**src/rtl/sram_arbiter.sv**
```systemverilog
// sram_arbiter: two-master SRAM request arbiter, master 1 priority with starvation guard, tagged registered read return
module sram_arbiter #(
  parameter int AW = 18,
  parameter int DW = 16,
  parameter int STARVE_MAX = 4
) (
  input  logic          clk,
  input  logic          rst,
  input  logic          p0_read,
  input  logic          p0_write,
  input  logic [AW-1:0] p0_addr,
  input  logic [DW-1:0] p0_wdata,
  input  logic [DW/8-1:0] p0_strobe,
  output logic          p0_ready,
  output logic          p0_rvalid,
  output logic [DW-1:0] p0_rdata,
  input  logic          p1_read,
  input  logic [AW-1:0] p1_addr,
  output logic          p1_ready,
  output logic          p1_rvalid,
  output logic [DW-1:0] p1_rdata,
  output logic          mem_read,
  output logic          mem_write,
  output logic [AW-1:0] mem_addr,
  output logic [DW-1:0] mem_wdata,
  output logic [DW/8-1:0] mem_strobe,
  input  logic [DW-1:0] mem_rdata
);
  localparam int SW = $clog2(STARVE_MAX + 1);
  logic [SW-1:0] starve;
  logic p0_req, p1_req, grant_p0, grant_p1;
  logic tag_v, tag_p;
  always_comb begin
    p0_req = p0_read | p0_write;
    p1_req = p1_read;
    grant_p1 = p1_req && !(p0_req && starve == SW'(STARVE_MAX));
    grant_p0 = !grant_p1 && p0_req;
    p0_ready = grant_p0;
    p1_ready = grant_p1;
    mem_write = grant_p0 && p0_write;
    mem_read = grant_p1 || (grant_p0 && !p0_write);
    mem_addr = grant_p1 ? p1_addr : p0_addr;
    mem_strobe = grant_p1 ? {(DW/8){1'b1}} : p0_strobe;
    mem_wdata = p0_wdata;
  end
  always_ff @(posedge clk) begin
    if (rst) begin
      starve <= '0;
      tag_v <= 1'b0;
      tag_p <= 1'b0;
      p0_rvalid <= 1'b0;
      p1_rvalid <= 1'b0;
      p0_rdata <= '0;
      p1_rdata <= '0;
    end else begin
      starve <= (grant_p1 && p0_req) ? ((starve == SW'(STARVE_MAX)) ? starve : starve + SW'(1)) : '0;
      tag_v <= mem_read;
      tag_p <= grant_p1;
      p0_rvalid <= tag_v && !tag_p;
      p1_rvalid <= tag_v && tag_p;
      if (tag_v && !tag_p) p0_rdata <= mem_rdata;
      if (tag_v && tag_p) p1_rdata <= mem_rdata;
    end
  end
endmodule
```
**config.mk**
```make
export PLATFORM = sky130hd
export DESIGN_NAME = sram_arbiter
export DESIGN_NICKNAME = d
export VERILOG_FILES = /design/src/rtl/sram_arbiter.sv
export SDC_FILE = /design/constraint.sdc
export NUM_CORES = 1
export LEC_CHECK = 0
export CAP_MARGIN = 20
export CORE_ASPECT_RATIO = 0.5
export CORE_MARGIN = 8
export CORE_UTILIZATION = 33
export CTS_BUF_LIST = sky130_fd_sc_hd__clkbuf_2
export DETAILED_ROUTE_END_ITERATION = 16
export GPL_TIMING_DRIVEN = 0
export PLACE_DENSITY = 0.93
export SLEW_MARGIN = 20
export SYNTH_ARGS = -nofsm -noshare
export SYNTH_HDL_FRONTEND = slang
export SYNTH_SLANG_ARGS = --single-unit
```
**constraint.sdc**
```tcl
create_clock -name clk -period 2.4 [get_ports clk]
set_clock_uncertainty 0.1 [all_clocks]
set_input_delay 0.72 -clock clk [delete_from_list [all_inputs] [get_ports clk]]
set_output_delay 0.72 -clock clk [all_outputs]
set_load 0.01 [all_outputs]
```
==> results <==
==> timing repair <==
| item | CTS | global route |
|---|---|---|
| endpoints found under the setup margin | 24 | 24 |
| pin swaps | 4 | 2 |
| gates cloned | 2 | 0 |
| hold buffers | 0 | 0 |
| gates resized for setup | 128 | 6 |
| buffers inserted | 8 | 2 |
==> routing by layer <==
layer | part of all wire, % | GRT usage (%)
met2 | 59 | 35.4
met1 | 34 | 15.9
met4 | 3.2 | 9.24
met5 | 0 | 0
met3 | 3.6 | 3.33
==> sequential cells by signal (all words and copies together), names as in the netlist <==
register	cells
p0_rdata	16
p0_rvalid	1
p1_rdata	16
p1_rvalid	1
starve	3
tag_p	1
tag_v	1
==> stage by stage <==
stage / std cells / total power, mW / utilization (%) / setup WS [ps] / hold WS (ps)
floorplan: 211 / 0.867 / - / 67.4 / 330
global placement: 415 / 1.11 / 59.8 / -1030 / 341
detailed placement: 415 / 1.13 / 59.8 / -1060 / 347
CTS: 433 / 1.55 / 64.7 / -363 / 368
global route: 432 / 1.60 / 63.9 / -349 / 386
finish: 432 / 1.55 / 63.9 / -300 / 368
==> cells by family (layout without fill, tap and decap cells) <==
group	count (synthesis)	count (layout)
AO/OA/AOI/OAI	35	35
adder cells (fa/ha/maj)	2	2
buffers and inverters	32	180
flip-flops	39	39
multiplexers	18	18
AND/OR/NAND/NOR	85	85
==> layout by cell type, fill, tap and decap left out <==
cell             Yosys  layout
dfxtp_1             39      37
inv_2                1       2
clkdlybuf4s50_1      0     104
inv_4                0       1
nand3b_1             1       1
nand2_4              0       1
clkbuf_1             6       6
nor2b_1              1       1
nor2_4               0       2
dfxtp_2              0       2
clkinv_1             0       1
clkinv_2             0       1
buf_8                0       1
a21oi_1             33      33
ha_4                 0       1
buf_2                4       4
nand2_1             67      66
ha_1                 2       1
nand2b_1             5       5
buf_12               0       2
buf_1                1       1
o21ai_4              1       1
nor4_1               2       2
buf_6                2      23
nor4b_1              1       1
dlygate4sd2_1        0       4
nor2_1               4       3
o21ai_0              1       1
bufinv_16            0       1
and2_1               3       3
mux2_4              18      18
clkbuf_2             0       6
clkdlybuf4s15_2      0       2
buf_4               16      21
==> area by class of cell <==
| type | count | area [um^2] | share of cell area [%] |
|---|---|---|---|
| Timing Repair Buffer | 141 | 1440 | 41.8 |
| Clock inverter | 3 | 38.8 | 1.13 |
| Clock buffer | 5 | 25.0 | 0.726 |
| Multi-Input combinational cell | 140 | 872 | 25.3 |
| Tap cell | 73 | 91.3 | 2.65 |
| Buffer | 28 | 181 | 5.27 |
| Sequential cell | 39 | 783 | 22.7 |
| Inverter | 3 | 13.8 | 0.399 |
==> path summary, 6_finish.rpt <==
path	slack, ps	depth (start not counted)	endpoint
setup / recovery	-300	8	mem_addr[11]
hold / removal	370	2	p1_rdata[12]
setup reg to reg	740	5	p0_rdata[5]
hold reg to reg	370	2	p1_rdata[12]
==> worst max-delay path, delay by kind of cell (launching register included) <==
kind            cells  cell delay (ps)
compound gates      1              170
fa+ha+maj           1              150
buf+inv             4              420
flops               1              370
mux                 1              310
simple gates        1               50
==> where the power goes <==
| part | internal, mW | switching, mW |
|---|---|---|
| Sequential | 0.674 | 0.0144 |
| Combinational | 0.287 | 0.175 |
| Clock | 0.171 | 0.227 |
==> results_dict.tcl <==
set metrics [dict create \
    min_path_type "reg -> reg" \
    place_congestion 0.788 \
    synth.distinct_cells 22 \
    rsz0062_at_grt "true" \
    core_mm2 0.00540 \
    p_leak_nw 1.39 \
    io_buffers 131 \
    grt_pass1_wl_um 10800 \
    synth.ff_latch_count 39 \
    clockRootBuffer "clkbuf_2" \
    path_cells "inv_2 > ha_4 > nand2_4 > o21ai_4 > inv_4 > buf_8 > mux2_4 > buf_6" \
    wirelength_um 7700 \
    cts.clk_slew.worst_paths_ps 200 \
    fp.dieW_um 121 \
    vdd_drop_max_uv 269 \
    r2r_start "tag_v" \
    startpoint "starve[0]" \
    required_ps 1580 \
    num_rows 19 \
    grt_pass1_vias 2137 \
    fp.dieArea_mm2 0.00829 \
    yosysMostFrequentCell "nand2_1" \
    synth_simple_gate_area_share_pct 19.7 \
    nNetsFinal 435 \
    cts_buffers 5 \
    synthAdderAreaFrac_pct 1.37 \
    netlist_instances 211 \
    cp_slowest_stage_delay_ps 370 \
    final_layout_size_suffix_gt1_share_pct 24.8 \
    vias 2013 \
    yosys.area_share.xor_xnor_pct 0 \
    syn_avg_cell_area_um2 8.63 \
    synth_top_area_cell "dfxtp_1" \
    status "complete, but fails checks" \
    area_growth_pct 89.3 \
    powerDensity_mw_per_mm2 449 \
    first_pass_iters 4 \
    synth_top_family_by_area "simple AND/OR/NAND/NOR gates" \
    clock_sinks 39 \
    finalWorstSetupSlack_ps -300 \
    synth.top_cells.by_area "dfxtp_1, mux2_4, nand2_1" \
    pin_count 149 \
    diodes 0 \
    clockBufferDepth 2 \
    fmax_ghz 0.370 \
    maxCapViolations 0 \
    finish.instance_area_mm2 0.00345 \
    cp-start-kind "flip-flop" \
    cts_tree "yes" \
    clk_latency_ps 400 \
    violations "negative setup slack" \
    synthMuxAreaShare_pct 14.8 \
    path_class "reg -> out" \
    synth_common_cells "nand2_1, dfxtp_1, a21oi_1" \
    setup_viol 24 \
    slew_headroom_pct 65.5 \
    place_area_mm2 0.00323 \
    htreeDepth 2 \
    start_util_pct 33.7 \
    cp.arrival_ps 1880 \
    drc 0 \
    synth.top_cell.area_share_pct 42.9 \
    synth_flop_cell "dfxtp_1" \
    grt_overflow 0 \
    avgRoutedWirePerCell_um 17.8 \
    syn_nets 288 \
    grt_use_total_pct 17.0 \
    antenna_left 0 \
    synth_edf_count 0 \
    synth_compound_area_share_pct 10.2 \
    ys_seq_area_share_pct 42.9 \
    period_share_pct 112 \
    dpl.hpwl_um 5670 \
    first_iter_violations 98 \
    synth_area_mm2 0.00182 \
    period_needed_ps 2700 \
    async_reset_ff_share_pct 0 \
    grt_max_degree 13 \
    maxSlewViolCount 0 \
    ys.warnings.count 0 \
    viasPerCell 4.66 \
    path_max_fanout 5 \
    crit_slowest_cell "dfxtp_2" \
    die_h_um 68.5 \
    fillers 409 \
    cp-end-kind "primary output" \
    antenna_found_initial 0 \
    finalSetupTns_ps -5910 \
    hold_viol 0 \
    worst_slew_pin_slew_ps 517 \
    holdCritStartpoint "p1_rdata[12]" \
]
Note: power is estimated with default switching activity, not from simulation.
